===== config.mk =====
export PLATFORM = sky130hd
export DESIGN_NAME = div_unit
export DESIGN_NICKNAME = d
export VERILOG_FILES = /design/src/rtl/div_unit_pkg.sv /design/src/rtl/div_step.sv /design/src/rtl/div_unit.sv
export SDC_FILE = /design/constraint.sdc
export NUM_CORES = 1
export LEC_CHECK = 0
export ABC_AREA = 1
export BUFFER_PORTS_ARGS = -buffer_cell sky130_fd_sc_hd__buf_2
export CAP_MARGIN = 20
export CORE_ASPECT_RATIO = 0.8
export CORE_MARGIN = 2
export CORE_UTILIZATION = 55
export CTS_CLUSTER_DIAMETER = 30
export DETAILED_ROUTE_END_ITERATION = 10
export PLACE_DENSITY = 0.75
export RECOVER_POWER = 25
export SETUP_SLACK_MARGIN = 0.02
export SLEW_MARGIN = 20
export SYNTH_ARGS = -nofsm -noshare
export SYNTH_HDL_FRONTEND = slang
export SYNTH_SLANG_ARGS = --single-unit
export TNS_END_PERCENT = 20

===== constraint.sdc =====
create_clock -name clk -period 7.71 [get_ports clk]
set_clock_uncertainty 0.05 [all_clocks]
set_input_delay 1.542 -clock clk [delete_from_list [all_inputs] [get_ports clk]]
set_output_delay 1.542 -clock clk [all_outputs]
set_load 0.01 [all_outputs]

===== src/rtl/div_unit_pkg.sv =====
// Shared divider/ALU definitions: FSM state encodings, default operand width,
// divide-by-zero quotient and the ALU control codes that steer the divider.
package div_unit_pkg;

    localparam int DIV_WIDTH = 32;
    localparam logic [DIV_WIDTH-1:0] DIV_BY_ZERO_Q = 32'hFFFF_FFFF;

    typedef enum logic [1:0] {
        DIV_IDLE = 2'b00,
        DIV_BUSY = 2'b01,
        DIV_DONE = 2'b10
    } div_state_e;

    typedef enum logic [3:0] {
        ALU_ADD  = 4'h0,
        ALU_SUB  = 4'h1,
        ALU_AND  = 4'h2,
        ALU_OR   = 4'h3,
        ALU_XOR  = 4'h4,
        ALU_SLT  = 4'h5,
        ALU_SLTU = 4'h6,
        ALU_DIV  = 4'h7,
        ALU_DIVU = 4'h8
    } alu_op_e;

    // Decoder helper: returns {start, signed_div} for a given ALU control code.
    function automatic logic [1:0] div_ctrl(alu_op_e op);
        case (op)
            ALU_DIV:  return 2'b11;
            ALU_DIVU: return 2'b10;
            default:  return 2'b00;
        endcase
    endfunction

endpackage


===== src/rtl/div_step.sv =====
// One restoring division iteration: shift {rem, quo} left, subtract the divisor
// from the remainder when it fits and record the quotient bit.
module div_step
    import div_unit_pkg::*;
#(
    parameter int WIDTH = DIV_WIDTH
) (
    input  logic [2*WIDTH-1:0] acc_i,
    input  logic [WIDTH-1:0]   divisor_i,
    output logic [2*WIDTH-1:0] acc_o
);

    logic [WIDTH:0] rem_sh;
    logic [WIDTH:0] diff;

    // The shifted remainder can reach WIDTH+1 bits; diff[WIDTH] is then the borrow.
    assign rem_sh = acc_i[2*WIDTH-1:WIDTH-1];
    assign diff   = rem_sh - {1'b0, divisor_i};

    assign acc_o = diff[WIDTH] ? {rem_sh[WIDTH-1:0], acc_i[WIDTH-2:0], 1'b0}
                               : {diff[WIDTH-1:0],   acc_i[WIDTH-2:0], 1'b1};

endmodule


===== src/rtl/div_unit.sv =====
// Iterative radix-2 DIV/DIVU unit producing {remainder, quotient} for HI/LO.
// Define DIV_EARLY_OUT_EN to finish in one cycle when |a| < |b|.
module div_unit
    import div_unit_pkg::*;
#(
    parameter int WIDTH = DIV_WIDTH
) (
    input  logic               clk,
    input  logic               resetn,
    input  logic               start,
    input  logic               signed_div,
    input  logic [WIDTH-1:0]   a,
    input  logic [WIDTH-1:0]   b,
    input  logic               cancel,
    output logic               stall,
    output logic               ready,
    output logic [2*WIDTH-1:0] result
);

    localparam int               CNT_W      = $clog2(WIDTH);
    localparam logic [CNT_W-1:0] LAST_STEP  = CNT_W'(WIDTH - 1);
    localparam logic [WIDTH-1:0] ZERO_DIV_Q = {WIDTH{DIV_BY_ZERO_Q[0]}};

    div_state_e         state_q;
    logic [CNT_W-1:0]   count_q;
    logic [2*WIDTH-1:0] acc_q;
    logic [WIDTH-1:0]   divisor_q;
    logic               neg_quo_q;
    logic               neg_rem_q;
    logic [2*WIDTH-1:0] result_q;

    logic [2*WIDTH-1:0] acc_step;
    logic [WIDTH-1:0]   mag_a;
    logic [WIDTH-1:0]   mag_b;
    logic [WIDTH-1:0]   quo_fix;
    logic [WIDTH-1:0]   rem_fix;
    logic               accept;
    logic               early_out;

    // Magnitudes stay WIDTH bits wide, so the most negative value maps onto itself.
    assign mag_a  = (signed_div && a[WIDTH-1]) ? -a : a;
    assign mag_b  = (signed_div && b[WIDTH-1]) ? -b : b;
    assign accept = (state_q == DIV_IDLE) && start && !cancel;

`ifdef DIV_EARLY_OUT_EN
    assign early_out = (mag_a < mag_b);
`else
    assign early_out = 1'b0;
`endif

    div_step #(.WIDTH(WIDTH)) u_step (
        .acc_i     (acc_q),
        .divisor_i (divisor_q),
        .acc_o     (acc_step)
    );

    assign quo_fix = neg_quo_q ? -acc_step[WIDTH-1:0]       : acc_step[WIDTH-1:0];
    assign rem_fix = neg_rem_q ? -acc_step[2*WIDTH-1:WIDTH] : acc_step[2*WIDTH-1:WIDTH];

    always_ff @(posedge clk or negedge resetn) begin
        // NOTE: datapath registers are reset too, so result reads 0 out of reset
        // rather than whatever power-up value the flops hold.
        if (!resetn) begin
            state_q   <= DIV_IDLE;
            count_q   <= '0;
            acc_q     <= '0;
            divisor_q <= '0;
            neg_quo_q <= 1'b0;
            neg_rem_q <= 1'b0;
            result_q  <= '0;
        end else if (cancel) begin
            state_q <= DIV_IDLE;
        end else begin
            // NOTE: non-blocking assignments everywhere here; every register sees the
            // pre-edge values of the others, which the step datapath relies on.
            case (state_q)
                DIV_IDLE: begin
                    if (start) begin
                        divisor_q <= mag_b;
                        neg_quo_q <= signed_div & (a[WIDTH-1] ^ b[WIDTH-1]);
                        neg_rem_q <= signed_div & a[WIDTH-1];
                        count_q   <= '0;
                        acc_q     <= {{WIDTH{1'b0}}, mag_a};
                        if (b == '0) begin
                            state_q  <= DIV_DONE;
                            result_q <= {a, ZERO_DIV_Q};
                        end else if (early_out) begin
                            state_q  <= DIV_DONE;
                            result_q <= {a, {WIDTH{1'b0}}};
                        end else begin
                            state_q <= DIV_BUSY;
                        end
                    end
                end
                DIV_BUSY: begin
                    acc_q   <= acc_step;
                    count_q <= count_q + CNT_W'(1);
                    if (count_q == LAST_STEP) begin
                        state_q  <= DIV_DONE;
                        result_q <= {rem_fix, quo_fix};
                    end
                end
                DIV_DONE: state_q <= DIV_IDLE;
                default:  state_q <= DIV_IDLE;
            endcase
        end
    end

    assign stall  = accept || (state_q == DIV_BUSY);
    assign ready  = (state_q == DIV_DONE) && !cancel;
    assign result = result_q;

endmodule


* Word level (Yosys, flattened, before mapping)
Cells that the tools add are included.
** Storage, ports and cells
- Bits of input ports :: 69
- Output and inout bits :: 66
- Logic and storage cells :: 57
- Register bits :: 169
** Operators by class
- Add/subtract/negate cells :: 6
- Eq/ne operators :: 8
- Multiplexer cells :: 18
- Bitwise operators :: 4
- Reduce and logical (&&, ||, !) cells :: 14
** Operators by type and width (count)
- 64-bit two-way mux :: 5
- 64-bit one-hot mux with 2 select lines :: 2
- 32-bit two-way mux :: 4
- 32-bit negator :: 4
- 33-bit by 32-bit subtractor with 33-bit output :: 1
- 32-bit zero test :: 1
- 5-bit one-hot mux with 2 select lines :: 1
- 2-bit two-way mux :: 4
- 3-bit inequality test (second input constant) :: 2
- 3-bit AND reduction :: 2
- 5-bit by 1-bit adder with 5-bit output (second input constant) :: 1
- 5-bit equality test (second input constant) :: 1
- 1-bit logical AND :: 5
- 5-bit two-way mux :: 1
- 5-bit AND reduction :: 1
- 2-bit inequality test (second input constant) :: 2
- 2-bit one-hot mux with 2 select lines :: 1
- 1-bit bitwise AND :: 2
- 2-bit by 1-bit equality test with 1-bit output (second input constant) :: 1
- 2-bit equality test (second input constant) :: 1
- 2-bit zero test :: 1
- 2-bit by 1-bit inequality test with 1-bit output (second input constant) :: 1
- 2-bit AND reduction :: 1
- 2-bit nonzero test :: 1
- 4 further kinds :: 4

* Longest topological paths before layout
Gate-level depths: netlist of the first run.
- Depth in word-level cells :: 6
- Gate-level depth with buffers :: 30
- Gate-level depth less buffers :: 28

* Modules after synthesis
From an unflattened synthesis of the first run, not the netlist that was laid out.
** Second synthesis, totals
- Cell total of the unflattened synthesis :: 2385
- Area total of the unflattened synthesis :: 14358.8 um^2
** By module, submodules not included
- div_unit :: cells an instance 1674, area an instance 10975.5 um^2, instances 1, seq. area each 4229.1 um^2
- div_step :: cells an instance 711, area an instance 3383.2 um^2, instances 1, seq. area each 0.0 um^2

* Worst setup path after synthesis of the first run
OpenSTA, ideal clock, no wires.
- Path kind :: reg2reg
- From :: register acc_q[31]
- To :: register result_q[24] (netlist: result[24])
- Setup time :: 0.124 ns
- Stages on the path, launching flop included :: 30
- Data arrival time :: 3.792 ns
- Required time :: 7.536 ns
- Buffers on the path :: 2
- Path slack :: 3.744 ns
- Period minus slack after synthesis :: 3.966 ns
- Cells stage by stage :: dfrtp_1 -> inv_1 -> ha_1 -> inv_1 -> fa_1 -> nand2_1 -> nand2_1 -> nand3_1 -> nand2_2 -> nand2_2 -> nand2_4 -> nand2_4 -> nand3_4 -> nand2_2 -> buf_6 -> buf_6 -> ha_1 -> nand3_1 -> nor3_1 -> nand2_1 -> nor2_1 -> nand3_1 -> o21ai_0 -> o21ai_1 -> a21oi_1 -> inv_1 -> a21oi_2 -> nand2_1 -> o211ai_1 -> nand2_1
** On the way
- Longest elaborated chain between the ends :: 6
** RTL lines
- start: declaration :: RTL line div_unit.sv:26 : logic [2*WIDTH-1:0] acc_q;
- start signal: assignment :: RTL line div_unit.sv:83 : acc_q <= {{WIDTH{1'b0}}, mag_a};
- start signal: assignment :: RTL line div_unit.sv:96 : acc_q <= acc_step;
- 33-bit by 32-bit subtractor with 33-bit output :: RTL line div_step.sv:18 : assign diff = rem_sh - {1'b0, divisor_i};
- 64-bit two-way mux :: RTL line div_step.sv:20 : assign acc_o = diff[WIDTH] ? {rem_sh[WIDTH-1:0], acc_i[WIDTH-2:0], 1'b0}
- 32-bit negator :: RTL line div_unit.sv:57 : assign quo_fix = neg_quo_q ? -acc_step[WIDTH-1:0] : acc_step[WIDTH-1:0];
- 32-bit two-way mux :: RTL line div_unit.sv:57
- 64-bit two-way mux :: RTL line div_unit.sv:98 : if (count_q == LAST_STEP) begin
- 64-bit one-hot mux with 2 select lines :: RTL line div_unit.sv:76 : case (state_q)
- end signal: assignment :: RTL line div_unit.sv:86 : result_q <= {a, ZERO_DIV_Q};
- end signal: assignment :: RTL line div_unit.sv:89 : result_q <= {a, {WIDTH{1'b0}}};
- end signal: assignment :: RTL line div_unit.sv:100 : result_q <= {rem_fix, quo_fix};
- end: declaration :: RTL line div_unit.sv:30 : logic [2*WIDTH-1:0] result_q;
Every way passes these cells. The select of a mux whose other input is x is not followed.
A chain may end at the register's enable or synchronous reset.

* Worst setup path after layout of the first run
- From :: register divisor_q[0]
- To :: register result_q[24] (netlist: result[24])
** On the way
- Longest elaborated chain between the ends :: 6
** RTL lines
- start: declaration :: RTL line div_unit.sv:27 : logic [WIDTH-1:0] divisor_q;
- start signal: assignment :: RTL line div_unit.sv:79 : divisor_q <= mag_b;
- 33-bit by 32-bit subtractor with 33-bit output :: RTL line div_step.sv:18
- 64-bit two-way mux :: RTL line div_step.sv:20
- 32-bit negator :: RTL line div_unit.sv:57
- 32-bit two-way mux :: RTL line div_unit.sv:57
- 64-bit two-way mux :: RTL line div_unit.sv:98
- 64-bit one-hot mux with 2 select lines :: RTL line div_unit.sv:76
Every way passes these cells. The select of a mux whose other input is x is not followed.

==> results of run 1 <==
[final cells by class]
cell class | count | area [µm²]
Sequential cell | 169 | 4230
Fill cell | 2335 | 9340
Multi-Input combinational cell | 1571 | 7790
Tap cell | 318 | 398
Timing Repair Buffer | 145 | 759
Inverter | 321 | 1200
Clock inverter | 6 | 86.3
Clock buffer | 25 | 505
[critical path, delay by kind of cell (launching register included)]
kind,cells,cell delay [ns]
adder cells (fa/ha/maj),3,0.88
AO/OA/AOI/OAI,5,1.17
flip-flops,1,0.47
buffers and inverters,2,0.18
AND/OR/NAND/NOR,16,2.25
[placed cells by master (no fill, tap or decap), types with 19 or more instances in the layout]
cell type / n
sky130_fd_sc_hd__o22ai_1: 37
sky130_fd_sc_hd__ha_1: 38
sky130_fd_sc_hd__nor3_1: 47
sky130_fd_sc_hd__nand2_1: 681
sky130_fd_sc_hd__nand2_2: 23
sky130_fd_sc_hd__buf_2: 133
sky130_fd_sc_hd__nor2_1: 181
sky130_fd_sc_hd__xor2_1: 41
sky130_fd_sc_hd__xnor2_1: 19
sky130_fd_sc_hd__inv_1: 301
sky130_fd_sc_hd__dfrtp_1: 169
sky130_fd_sc_hd__a21oi_1: 82
sky130_fd_sc_hd__o21ai_0: 104
sky130_fd_sc_hd__nand3_1: 160
[flip-flops by register name (all words and copies together), names as in the netlist]
signal     cells
state_q        2
divisor_q     32
result        64
count_q        5
acc_q         64
neg_rem_q      1
neg_quo_q      1
[worst paths after layout]
| path | cells after the start | slack [ns] | end | startpoint |
|---|---|---|---|---|
| setup / recovery | 26 | 2.57 | result[24] | divisor_q[0] |
| hold / removal | 2 | 0.42 | result[42] | result[42] |
| setup reg to reg | 26 | 2.57 | result[24] | divisor_q[0] |
| hold reg to reg | 2 | 0.42 | result[42] | result[42] |
| max in group asynchronous | 2 | 5.01 | acc_q[32] | resetn |
| min in group asynchronous | 1 | 1.15 | divisor_q[17] | resetn |
[per-stage QoR]
step	cells	hold slack (ns)	util (%)	worst slack (ns)	instance area [µm²]
after floorplan	2136	0.396	-	3.74	13600
after global placement	2524	0.411	59.2	2.56	14400
after detailed placement	2524	0.412	59.2	2.44	14400
after global routing	2555	0.439	61.6	1.99	15000
after CTS	2555	0.432	61.6	2.63	15000
final	2555	0.425	61.6	2.57	15000
[logic make-up (layout without fill, tap and decap cells)]
kind of cell	count (synthesis)	in the layout	share of synthesized area, %
compound gates	310	310	13.5
xor+xnor	60	60	3.87
fa+ha+maj	39	39	3.65
buf+inv	396	497	11.5
flops	169	169	31.2
mux	1	1	0.0738
simple gates	1161	1161	36.2
[layer usage]
metal	vias up	track usage, %
met1	6554	49.0
met3	65	5.84
li1	6995	-
met4	0	8.47
met2	625	48.3
met5	-	0
==> flow_summary.toml, run 1 <==
[sta]
fmax_mhz = 195
tightest_slew_ns = 0.981
min_period_ns = 5.14
maxSlewViolCount = 0
setup-violations-final = 0
max-slew-margin-rel_pct = 34.6
rsz0062_at_grt = "false"
timing.setup.tns_ns = 0
final_hold_viol_count = 0
final_min_period_over_clock_period_pct = 66.7

[setup_path]
critPathArrivalTime_ns = 5.42
critical_path.most_common_cell = "sky130_fd_sc_hd__nand2_1"
required_ns = 7.99
end_kind = "register"
critPathLaunchType = "register"
crit_slowest_cell = "sky130_fd_sc_hd__nand2_2"
critical_path_maximum_fanout = 38
critical_path_class = "register to register"
worst_path_largest_cell_delay_ns = 0.62

[logic_synthesis]
netlist-cell-type-count = 56
netlist_top_cells_count = "682 x sky130_fd_sc_hd__nand2_1, 302 x sky130_fd_sc_hd__inv_1, 182 x sky130_fd_sc_hd__nor2_1, 169 x sky130_fd_sc_hd__dfrtp_1, 161 x sky130_fd_sc_hd__nand3_1"
ys_seq_area_share_pct = 31.2
synth_seq_cells = 169
yosys.area.top_type_share_pct = 31.2
post-synth-top-count-cell = "sky130_fd_sc_hd__nand2_1"
synth_enable_flop_cells = 0
ys_top_cells_by_area = "sky130_fd_sc_hd__dfrtp_1 31%, sky130_fd_sc_hd__nand2_1 19%, sky130_fd_sc_hd__inv_1 8.4%"
postSynth.topFlopCell = "sky130_fd_sc_hd__dfrtp_1"
avgSynthCellArea_um2 = 6.35
synth_area_um2 = 13600
ys.warnings.count = 0
postSynthNetCount = 2244
syn_inst = 2136
post_synthesis_cell_type_with_the_largest_combined_area = "sky130_fd_sc_hd__dfrtp_1"
ys_async_sr_fraction_pct = 100

[finish]
design.final.nets = 2333
fraction_of_final_layout_cells_with_drive_strength_greater_than_1_pct = 11.4
area_growth_pct = 10.4
antenna-diode-count = 0

[drt]
total_wirelength_of_the_detailed_routed_design_mm = 42.2
met2WireLength_mm = 17.4
dr.pass1.iters = 6
ant_nets = 0
drt-met1-wl_mm = 20.1
routedWlPerCell_um = 16.5
drt_iter0_drc = 1407
vias = 14239
post_drt_via_cell_ratio = 5.57
drc = 0
top_layer = "met4"
met3_wirelength_mm = 3.75

[clocking]
clkSinkCount = 169
clk_pin_slew_worst_paths_ns = 0.06
h-tree-depth = 4
tritoncts_buffers = 17
ctsRootBufferMaster = "sky130_fd_sc_hd__clkbuf_16"
hold_buffers = 0
post_cts_resize_count = 0
post-cts-setup-buffer-count = 0
max-clock-path-buffers = 2
tritoncts_clock_tree = "built"
worstSkewPairLatency_ns = 0.45

[floorplanning]
core_area_um2 = 24300
die_w_um = 180
floorplan.io_pins = 135
design.die.area_um2 = 25900
placement_rows = 51
start_util_pct = 55.8
fp.dieH_um = 144

[min_path]
holdCritPathClass = "register to register"

[flow_run]
max_cap_violations = 0

[status]
result_of_the_run = "finished, final reports clean"

[placed_design]
dpl.hpwl_mm = 32.2
routabilityCongestion = 0.929
number_of_buffer_cells_added_on_primary_ports = 134

[global_routing]
grt_start_max_net_pins = 103
grt_use_total_pct = 32.6
initial_antenna_violation_count = 0
globalRouteOverflowTotal = 0
grt_first_pass_wirelength_mm = 67.0
number_of_global_route_vias_before_repair = 12843
Power of run 1 is left out: the tool's default activity adds up to more than one toggle a clock period on the data nets, which glitch-free logic cannot reach.
==> run 2, diff against run 1 <==
--- a/config.mk
+++ b/config.mk
@@ -5,15 +5,15 @@
 export SDC_FILE = /design/constraint.sdc
 export NUM_CORES = 1
 export LEC_CHECK = 0
-export ABC_AREA = 1
+export ABC_AREA = 0
 export BUFFER_PORTS_ARGS = -buffer_cell sky130_fd_sc_hd__buf_2
 export CAP_MARGIN = 20
 export CORE_ASPECT_RATIO = 0.8
 export CORE_MARGIN = 2
-export CORE_UTILIZATION = 55
+export CORE_UTILIZATION = 54
 export CTS_CLUSTER_DIAMETER = 30
 export DETAILED_ROUTE_END_ITERATION = 10
-export PLACE_DENSITY = 0.75
+export PLACE_DENSITY = 0.77
 export RECOVER_POWER = 25
 export SETUP_SLACK_MARGIN = 0.02
 export SLEW_MARGIN = 20
==> constraint.sdc (replaced) <==
create_clock -name clk -period 4.7 [get_ports clk]
set_clock_uncertainty 0.05 [all_clocks]
set_input_delay 0.94 -clock clk [delete_from_list [all_inputs] [get_ports clk]]
set_output_delay 0.94 -clock clk [all_outputs]
set_load 0.01 [all_outputs]
==> run 2 against run 1 <==
Net effect: maximum frequency is 15% higher; flip-flop and latch count stayed put; the flow now finishes with violations (max-capacitance violations, max-slew violations); global-route usage is 2.5 points lower; die area is 11% lower; critical path type unchanged; via count is 19% lower; area after synthesis is 12% lower; utilization is 1.1 points higher; register-to-register slack worse by 2.3 ns; sequential share of layout area is 3.1 points higher.
==> flow_summary.toml, run 2 <==
[setup_path]
end_kind = "register"
critical_path_maximum_fanout = 21
timing.reg2reg.worst_path_depth = 17
critical_path.reg2reg.startpoint = "acc_q[31]"
critPathArrivalTime_ns = 4.80
critPathLaunchType = "register"
critical_path_class = "register to register"
required_ns = 5.03
setup.worst_path.start = "acc_q[31]"

[drt]
post_drt_via_cell_ratio = 6.12
ant_nets = 0
routedWlPerCell_um = 18.3
dr.pass1.iters = 5
vias = 11523
drt_iter0_drc = 1234
drc = 0
total_wirelength_of_the_detailed_routed_design_mm = 34.4

[finish]
final_common_cell = "sky130_fd_sc_hd__nand2_1"
final_cell_mix = "199 x sky130_fd_sc_hd__nand2_1, 169 x sky130_fd_sc_hd__dfrtp_1, 164 x sky130_fd_sc_hd__o21ai_0, 149 x sky130_fd_sc_hd__a21oi_1, 145 x sky130_fd_sc_hd__nor2_1"
filler_cell_count = 1883
antenna-diode-count = 0
area_growth_pct = 13.7
stdcell_area_um2 = 13500
design.final.nets = 1702
fraction_of_final_layout_cells_with_drive_strength_greater_than_1_pct = 14.1

[logic_synthesis]
synth_enable_flop_cells = 0
avgSynthCellArea_um2 = 7.95
netlist-cell-type-count = 75
ys_top_cells_by_area = "sky130_fd_sc_hd__dfrtp_1 36%, sky130_fd_sc_hd__o21ai_0 6.9%, sky130_fd_sc_hd__a21oi_1 6.3%"
postSynthNetCount = 1602
synth_seq_cells = 169
post-synth-top-count-cell = "sky130_fd_sc_hd__nand2_1"
netlist_top_cells_count = "199 x sky130_fd_sc_hd__nand2_1, 169 x sky130_fd_sc_hd__dfrtp_1, 164 x sky130_fd_sc_hd__o21ai_0, 150 x sky130_fd_sc_hd__a21oi_1, 145 x sky130_fd_sc_hd__nor2_1"
ys_seq_area_share_pct = 35.6
ys_async_sr_fraction_pct = 100
post_synthesis_cell_type_with_the_largest_combined_area = "sky130_fd_sc_hd__dfrtp_1"
postSynth.topFlopCell = "sky130_fd_sc_hd__dfrtp_1"
ys.warnings.count = 0
synth_area_um2 = 11900
syn_inst = 1494
yosys.area.top_type_share_pct = 35.6

[clocking]
tritoncts_clock_tree = "built"
post-cts-setup-buffer-count = 0
clk_pin_slew_worst_paths_ns = 0.07
ctsRootBufferMaster = "sky130_fd_sc_hd__clkbuf_16"
worstSkewPairLatency_ns = 0.45
tritoncts_buffers = 17
h-tree-depth = 4
max-clock-path-buffers = 2
clkSinkCount = 169

[global_routing]
global_route.usage.met1_pct = 42.7
number_of_global_route_vias_before_repair = 10780
initial_antenna_violation_count = 0
use_met2_pct = 47.0
grt_use_total_pct = 30.1
grt-busiest-layer = "met2"
globalRouteOverflowTotal = 0
grt_first_pass_wirelength_mm = 55.4
grt.met3_usage_pct = 6.54
grt_start_max_net_pins = 103

[pwr]
powerDensity_nw_per_um2 = 391
ir_drop_mv = 0.214
design_power_total_mw = 5.29
leakage_nw = 5.82

[sta]
final_hold_viol_count = 0
timing.setup.tns_ns = 0
rsz0062_at_grt = "false"
min_period_ns = 4.47
fmax_mhz = 224
tightest_slew_ns = 2.69
final_min_period_over_clock_period_pct = 95.1
max-slew-margin-rel_pct = -79.6
whs_ns = 0.433
finalWorstSetupSlack_ns = 0.232
maxSlewViolCount = 102
setup-violations-final = 0

[floorplanning]
placement_rows = 48
floorplan.io_pins = 135
core_area_um2 = 21600
die_w_um = 170
design.die.area_um2 = 23200
start_util_pct = 55.1
fp.dieH_um = 137

[status]
result_of_the_run = "finished with violations"
failing_checks = "max-capacitance violations, max-slew violations"

[flow_run]
max_cap_violations = 1

[min_path]
worst_hold_startpoint = "divisor_q[25]"
depth_of_the_worst_hold_timing_path = 2
holdCritPathClass = "register to register"

[placed_design]
place_worst_setup_slack_ns = 0.120
number_of_buffer_cells_added_on_primary_ports = 134
routabilityCongestion = 0.938
dpl.hpwl_mm = 25.4
placed_cell_area_um2 = 12900
==> run 2: changes by cell type after synthesis, sizes merged, moves of 20 or more <==
cell	delta
or3	+20
o22ai	-31
nand3	-149
nand2	-509
mux2i	+25
o31ai	+27
inv	-262
o21ai	+49
xnor2	+47
nor2	-45
a31oi	+32
a21oi	+65
xor2	+32
==> run 2: final cells by class <==
class	instances	area [µm²]	share of cell area, %
Clock buffer	18	439	3.25
Clock inverter	14	155	1.15
Inverter	58	220	1.63
Multi-Input combinational cell	1189	7210	53.4
Sequential cell	169	4230	31.3
Tap cell	275	344	2.55
Timing Repair Buffer	159	908	6.72
==> run 2: where the power goes <==
part	switching, mW	leakage, nW	internal, mW
logic	1.06	3.45	0.710
clock network	0.710	0.292	0.727
registers	0.303	2.08	1.77
==> run 2: worst max-delay path, cell delays in order (launching register included) <==
cell                       delay, ns
sky130_fd_sc_hd__dfrtp_1        0.42
sky130_fd_sc_hd__inv_1          0.07
sky130_fd_sc_hd__ha_1           0.16
sky130_fd_sc_hd__inv_1          0.05
sky130_fd_sc_hd__fa_1           0.47
sky130_fd_sc_hd__a211oi_4       0.31
sky130_fd_sc_hd__o31ai_4        0.13
sky130_fd_sc_hd__o221ai_1       0.29
sky130_fd_sc_hd__a21oi_1        0.20
sky130_fd_sc_hd__o21a_2         0.26
sky130_fd_sc_hd__nor2_4         0.14
sky130_fd_sc_hd__buf_4          0.25
sky130_fd_sc_hd__buf_4          0.36
sky130_fd_sc_hd__mux2i_2        0.37
sky130_fd_sc_hd__and3_1         0.28
sky130_fd_sc_hd__a41oi_1        0.16
sky130_fd_sc_hd__or3_1          0.36
sky130_fd_sc_hd__nand3_1        0.07
==> run 2: worst paths after layout <==
kind	end	slack, ns
max in group asynchronous	result[16]	1.75
setup / recovery	result[56]	0.23
min in group asynchronous	divisor_q[30]	1.28
setup reg to reg	result[56]	0.23
hold reg to reg	divisor_q[25]	0.43
hold / removal	divisor_q[25]	0.43
==> run 2: kinds of logic (layout without fill, tap and decap cells) <==
| kind of cell | after synthesis | after routing | share of synthesized area, % |
|---|---|---|---|
| XOR/XNOR | 139 | 139 | 10.2 |
| adder cells (fa/ha/maj) | 39 | 39 | 4.17 |
| flip-flops | 169 | 169 | 35.6 |
| buffers and inverters | 136 | 249 | 4.34 |
| AND/OR/NAND/NOR | 507 | 507 | 19.3 |
| AO/OA/AOI/OAI | 477 | 477 | 24.0 |
| multiplexers | 27 | 27 | 2.29 |
==> run 2: layer usage <==
metal,share of wire (%),wire length [µm]
met4,1.7,593
met1,45,15500
met3,8.2,2830
met5,0,0
met2,45,15500
==> run 2: per-stage QoR <==
stage	utilization (%)	std cells
2_1_floorplan	-	1494
3_3_place_gp	59.7	1850
3_5_place_dp	59.7	1850
4_1_cts	62.5	1882
5_1_grt	62.7	1882
6_report	62.7	1882
==> run 2: repair_timing <==
item                       4_1_cts  5_1_grt
setup endpoints to repair        0       11
gates resized for setup          0        9
hold buffers                     0        0
Note: power is estimated with default switching activity, not from simulation.
